[config.mk]
export PLATFORM = sky130hd
export DESIGN_NAME = topo_link_pipe
export DESIGN_NICKNAME = d
export VERILOG_FILES = /design/src/rtl/topo_pkg.sv /design/src/rtl/topo_link_stage.sv /design/src/rtl/topo_link_pipe.sv
export SDC_FILE = /design/constraint.sdc
export NUM_CORES = 1
export LEC_CHECK = 0
export CAP_MARGIN = 15
export CORE_ASPECT_RATIO = 1.25
export CORE_UTILIZATION = 43
export DETAILED_ROUTE_END_ITERATION = 6
export PLACE_DENSITY = 0.75
export SLEW_MARGIN = 20
export SYNTH_ARGS = -nofsm -noshare
export SYNTH_HDL_FRONTEND = slang
export SYNTH_SLANG_ARGS = --single-unit
[constraint.sdc]
create_clock -name clk -period 2.05 [get_ports clk]
set_clock_uncertainty 0.15 [all_clocks]
set_input_delay 0.205 -clock clk [delete_from_list [all_inputs] [get_ports clk]]
set_output_delay 0.205 -clock clk [all_outputs]
set_load 0.02 [all_outputs]
[src/rtl/topo_pkg.sv]
`default_nettype none
// topo_pkg -- shared mesh-link constants and packet field widths. Rev 1.0
package topo_pkg;

   localparam int LINK_MAX_DEPTH = 7;

   localparam int QOS_W  = 2;
   localparam int TYPE_W = 2;
   localparam int ID_W   = 4;
   localparam int FLIT_W = 28;

   // qos + type + src id + tgt id + data flit
   localparam int DEF_PYLD_W = QOS_W + TYPE_W + 2*ID_W + FLIT_W;

   function automatic int occ_width(input int depth);
      return (depth == 0) ? 1 : $clog2(2*depth + 1);
   endfunction

endpackage
`default_nettype wire

[src/rtl/topo_link_stage.sv]
`default_nettype none
// topo_link_stage -- two-entry elastic buffer with registered ready and flush. Rev 1.0
module topo_link_stage
   import topo_pkg::*;
#(
   parameter int W = DEF_PYLD_W
)(
   input  logic         clk,
   input  logic         rst_n,
   input  logic         flush_i,
   input  logic         in_valid_i,
   output logic         in_ready_o,
   input  logic [W-1:0] in_data_i,
   output logic         out_valid_o,
   input  logic         out_ready_i,
   output logic [W-1:0] out_data_o
);

   logic [W-1:0] mem_q [2];
   logic         wr_ptr_q, wr_ptr_d;
   logic         rd_ptr_q, rd_ptr_d;
   logic [1:0]   cnt_q, cnt_d;
   logic         push, pop;

   // Ready depends only on the held count, so it never sees out_ready_i.
   assign in_ready_o  = ~cnt_q[1];
   assign out_valid_o = (cnt_q != 2'd0);
   assign out_data_o  = mem_q[rd_ptr_q];
   assign push        = in_valid_i & in_ready_o;
   assign pop         = out_valid_o & out_ready_i;

   always_comb begin
      wr_ptr_d = wr_ptr_q;
      rd_ptr_d = rd_ptr_q;
      if (push) wr_ptr_d = ~wr_ptr_q;
      if (pop)  rd_ptr_d = ~rd_ptr_q;
      cnt_d = cnt_q + {1'b0, push} - {1'b0, pop};
   end

   always_ff @(posedge clk) begin
      if (!rst_n || flush_i) begin
         cnt_q    <= 2'd0;
         wr_ptr_q <= 1'b0;
         rd_ptr_q <= 1'b0;
      end else begin
         cnt_q    <= cnt_d;
         wr_ptr_q <= wr_ptr_d;
         rd_ptr_q <= rd_ptr_d;
      end
   end

   always_ff @(posedge clk) begin
      if (push) mem_q[wr_ptr_q] <= in_data_i;
   end

endmodule
`default_nettype wire

[src/rtl/topo_link_pipe.sv]
`default_nettype none
// topo_link_pipe -- DEPTH-stage elastic mesh link with enable, flush and drop counting. Rev 1.0
module topo_link_pipe
   import topo_pkg::*;
#(
   parameter  int PYLD_W = DEF_PYLD_W,
   parameter  int DEPTH  = 1,
   parameter  int CNT_W  = 8,
   localparam int OCC_W  = occ_width(DEPTH)
)(
   input  logic              clk,
   input  logic              rst_n,
   input  logic              valid_i,
   output logic              ready_o,
   input  logic [PYLD_W-1:0] payload_i,
   output logic              valid_o,
   input  logic              ready_i,
   output logic [PYLD_W-1:0] payload_o,
   input  logic              link_en,
   input  logic              flush,
   output logic [OCC_W-1:0]  occ,
   output logic              idle,
   output logic [CNT_W-1:0]  drop_cnt
);

   generate
      if (DEPTH == 0) begin : g_bypass
         logic pass;
         assign pass      = rst_n & link_en & ~flush;
         assign valid_o   = valid_i & pass;
         assign ready_o   = ready_i & pass;
         assign payload_o = payload_i;
         assign occ       = '0;
         assign idle      = 1'b1;
         assign drop_cnt  = '0;
      end else begin : g_pipe
         localparam int SUM_W = ((CNT_W > OCC_W) ? CNT_W : OCC_W) + 1;
         localparam logic [CNT_W-1:0] CNT_MAX = '1;

         logic [DEPTH:0]    stg_valid;
         logic [DEPTH:0]    stg_ready;
         logic [PYLD_W-1:0] stg_data [DEPTH+1];
         logic              accept, deliver;
         logic [OCC_W-1:0]  occ_q, occ_d;
         logic [CNT_W-1:0]  drop_q, drop_d;
         logic [SUM_W-1:0]  drop_sum;

         assign ready_o          = rst_n & link_en & ~flush & stg_ready[0];
         assign stg_valid[0]     = valid_i & ready_o;
         assign stg_data[0]      = payload_i;
         // A flush cycle never completes an output transfer.
         assign stg_ready[DEPTH] = ready_i & ~flush;
         assign valid_o          = stg_valid[DEPTH];
         assign payload_o        = stg_data[DEPTH];

         for (genvar k = 0; k < DEPTH; k++) begin : g_stage
            topo_link_stage #(.W(PYLD_W)) u_stage (
               .clk         (clk),
               .rst_n       (rst_n),
               .flush_i     (flush),
               .in_valid_i  (stg_valid[k]),
               .in_ready_o  (stg_ready[k]),
               .in_data_i   (stg_data[k]),
               .out_valid_o (stg_valid[k+1]),
               .out_ready_i (stg_ready[k+1]),
               .out_data_o  (stg_data[k+1])
            );
         end

         assign accept  = valid_i & ready_o;
         assign deliver = valid_o & stg_ready[DEPTH];

         always_comb begin
            occ_d    = occ_q;
            drop_d   = drop_q;
            drop_sum = SUM_W'(drop_q) + SUM_W'(occ_q);
            if (flush) begin
               occ_d  = '0;
               drop_d = (drop_sum > SUM_W'(CNT_MAX)) ? CNT_MAX : drop_sum[CNT_W-1:0];
            end else begin
               occ_d  = occ_q + OCC_W'(accept) - OCC_W'(deliver);
            end
         end

         always_ff @(posedge clk) begin
            if (!rst_n) begin
               occ_q  <= '0;
               drop_q <= '0;
            end else begin
               occ_q  <= occ_d;
               drop_q <= drop_d;
            end
         end

         assign occ      = occ_q;
         assign idle     = (occ_q == '0);
         assign drop_cnt = drop_q;
      end
   endgenerate

endmodule
`default_nettype wire

==> flow_metrics.py <==
metrics = {
    "outcome": {
        "outcome": "finished, violations left",
        "failed_checks": "design-rule violations",
    },
    "timing": {
        "slew_headroom": 0.712,
        "rsz0062_at_grt": "no",
        "min_period_ns": 1.96,
        "setup_violations": 0,
        "worstMarginPinSlew_ns": 0.432,
        "drv_slew": 0,
        "finalHoldViolCount": 0,
        "whs_ns": 0.282,
        "post-route-period-util": 0.957,
        "fmax_ghz": 0.510,
        "fin_ws_ns": 0.0888,
    },
    "clocking": {
        "cts_tree": "yes",
        "cts_sinks": 95,
        "cts-root-buf": "clkbuf_8",
        "clk_latency_ns": 0.35,
        "cts.clk_slew.worst_paths_ns": 0.08,
        "cts_max_path_buffers": 2,
        "postCtsSetupBuffers": 0,
        "h-tree-depth": 3,
        "cts_buffers": 9,
    },
    "floorplanning": {
        "die_area_sq_mm": 0.00895,
        "core_sq_mm": 0.00829,
        "initial_core_util": 0.445,
        "rows": 37,
        "die-height_microns": 106,
        "dieWidth_microns": 84.8,
        "ios": 99,
    },
    "logic_synthesis": {
        "ys_ff_latch": 95,
        "synth_xor_area_frac": 0.0119,
        "synth_top_family_by_area": "multiplexers",
        "synth-adder-area-share": 0.0258,
        "synth.area.mux_share": 0.122,
        "syn_nets": 268,
        "syn_area_per_cell_sq_um": 17.1,
        "synth_compound_area_frac": 0.0363,
        "ys_types": 37,
        "synthArstFlopShare": 0,
        "synth_area_sq_mm": 0.00369,
        "synth_ff_type": "edfxtp_1",
        "ys_seq_area_frac": 0.733,
        "synth_edf_count": 80,
        "netlist_instances": 215,
        "yosysWarnings": 0,
        "yosys.area_share.simple": 0.0489,
    },
    "drt": {
        "drtAntennaViolNets": 0,
        "drc": 9,
        "num_vias": 2231,
        "wl_per_cell_microns": 15.8,
        "drt_iter0_drc": 103,
        "drtPass1Iterations": 7,
        "finalWirelength_mm": 6.78,
        "routed_via_density": 5.20,
    },
    "global_route": {
        "grt_max_degree": 25,
        "gr-total-overflow": 0,
        "track_usage": 0.157,
        "antenna_found_initial": 0,
        "grt_pass1_wl_mm": 10.5,
        "grt_pass1_vias": 2158,
    },
    "placement": {
        "dpl.hpwl_mm": 4.46,
        "place_ws_ns": -0.0859,
        "place_congestion": 0.705,
        "portBuffers": 98,
    },
    "critical_path": {
        "crit_path_end_kind": "output port",
        "r2r_slack_ns": 0.19,
        "critPathRequiredTime_ns": 1.69,
        "regToRegEndpoint": "drop_cnt[6]",
        "crit_path_start_kind": "flip-flop",
        "cp_cell_sequence": "buf_12, mux2_2, dlygate4sd2_1",
        "cp_top_family": "buffers and inverters",
        "rr_worst_depth": 5,
        "path_class": "flip-flop to output port",
        "reg2reg_from": "occ[0]",
        "crit_buf_inv": 2,
        "path_max_fanout": 20,
        "cp.arrival_ns": 1.61,
        "critPathSlowestCell": "dfxtp_4",
        "crit_path_max_incr_delay_ns": 0.40,
    },
    "final_layout": {
        "fill_cells": 648,
        "nNetsFinal": 381,
        "drive_gt1_frac": 0.220,
        "diodes": 0,
        "areaGrowthSynthToFinish_pct": 36.9,
    },
    "hold_path": {
        "hold_depth": 1,
        "min_to": "g_pipe.g_stage[0].u_stage.mem_q[1][32]",
        "min_path_type": "input pin to flip-flop",
        "min_from": "payload_i[32]",
    },
    "power": {
        "swShare": 0.197,
        "clockPowerShare": 0.329,
        "p_switching_mw": 0.683,
        "seq_power_share": 0.610,
        "cellPowerDensity_mw_per_mm2": 688,
        "ir_worst_vdd_v": 0.000404,
        "leakagePower_nw": 1.81,
        "p_comb_frac": 0.061,
        "internal_power_mw": 2.79,
    },
    "job": {
        "cap_viol_max_count": 0,
    },
}
[metal layers]
metal  up-vias  GRT usage  share of wire
met5         -          0              0
met4         0     0.0835          0.019
met3        10     0.0446          0.083
met2        92      0.264           0.49
met1      1088      0.181           0.41
li1       1041          -              -
[kinds of logic (layout without fill, tap and decap cells)]
family | count (synthesis) | after routing
compound gates | 19 | 19
xor+xnor | 5 | 5
fa+ha+maj | 7 | 7
buf+inv | 18 | 135
flops | 95 | 95
mux | 40 | 40
simple gates | 31 | 31
[worst max-delay path by stage]
stage | start | to | slack (ns) | cells after the start
floorplan | g_pipe.g_stage[0].u_stage.cnt_q[1] | g_pipe.g_stage[0].u_stage.mem_q[0][0] | 0.12 | 3
global placement | rst_n | occ[1] | -0.05 | 9
global route | flip-flop | payload_o[36] | 0.02 | 3
detailed placement | rst_n | occ[1] | -0.09 | 9
CTS | flip-flop | payload_o[7] | 0.03 | 3
finish | flip-flop | payload_o[9] | 0.09 | 3
[per-stage QoR]
step,setup TNS (ns),util,cells,cell area [sq um],total power [mW]
3_3_place_gp,-0.0486,0.590,413,4890,2.38
6_report,0,0.609,429,5050,3.47
3_5_place_dp,-0.0967,0.590,413,4890,2.38
4_1_cts,0,0.609,429,5040,3.51
2_1_floorplan,0,-,215,3690,2.23
5_1_grt,0,0.609,429,5050,3.60
[final cells by class]
type / count / area, sq um / area share
Clock buffer: 11 / 131 / 0.0260
Clock inverter: 4 / 47.5 / 0.00942
Inverter: 12 / 48.8 / 0.00967
Multi-Input combinational cell: 102 / 905 / 0.179
Sequential cell: 95 / 2710 / 0.536
Tap cell: 97 / 121 / 0.0240
Timing Repair Buffer: 108 / 1090 / 0.215
[synth_stat cells, types with 2 or more instances]
| cell | number | area share |
|---|---|---|
| nor2_1 | 9 | 0.0092 |
| edfxtp_1 | 80 | 0.65 |
| mux2_2 | 40 | 0.12 |
| nor3_1 | 3 | 0.0041 |
| xor2_1 | 3 | 0.0071 |
| buf_2 | 4 | 0.0054 |
| a31oi_1 | 4 | 0.0068 |
| nand2_1 | 3 | 0.0031 |
| a211oi_1 | 2 | 0.0041 |
| inv_1 | 12 | 0.012 |
| ha_1 | 6 | 0.020 |
| and3_1 | 2 | 0.0034 |
| o21ai_0 | 4 | 0.0054 |
| or3_1 | 2 | 0.0034 |
| xnor2_1 | 2 | 0.0048 |
| dfxtp_1 | 15 | 0.081 |
| nand4_1 | 2 | 0.0034 |
| a21oi_1 | 3 | 0.0041 |
[worst register-to-register path: cells and delay by family (launching register included)]
kind	cells	cell delay, ns
adder cells (fa/ha/maj)	2	0.70
flip-flops	1	0.35
AND/OR/NAND/NOR	2	0.34
AO/OA/AOI/OAI	1	0.21
[power by group through the flow]
stage	clock [mW]	combinational [mW]	sequential, mW
4_1_cts	1.18	0.214	2.12
5_1_grt	1.25	0.226	2.12
3_5_place_dp	0	0.223	2.16
2_1_floorplan	0	0.0658	2.16
3_3_place_gp	0	0.219	2.16
6_report	1.14	0.212	2.12
[sequential cells by signal (all words and copies together), names as in the netlist, named ones only]
register / cells
occ: 2
g_pipe.g_stage.u_stage.cnt_q: 2
drop_cnt: 8
g_pipe.g_stage.u_stage.mem_q: 80
g_pipe.g_stage.u_stage.rd_ptr_q: 1
g_pipe.g_stage.u_stage.wr_ptr_q: 1
[layout by cell type, fill, tap and decap left out, types with 4 or more instances in the layout]
cell type	netlist	layout
clkbuf_8	0	9
edfxtp_1	80	80
mux2_2	40	40
nor2_1	9	9
buf_4	0	4
dfxtp_1	15	14
buf_12	0	5
clkdlybuf4s50_1	0	57
o21ai_0	4	4
inv_1	12	11
ha_1	6	6
a31oi_1	4	4
dlygate4sd2_1	0	41
[what timing repair did]
| item | CTS | global route |
|---|---|---|
| hold buffers | 0 | 0 |
| resized for setup | 42 | 1 |
| endpoints found under the setup margin | 41 | 8 |
| pin swaps | 0 | 0 |
| gates cloned | 1 | 0 |
Power figures use the tool's default switching activity.
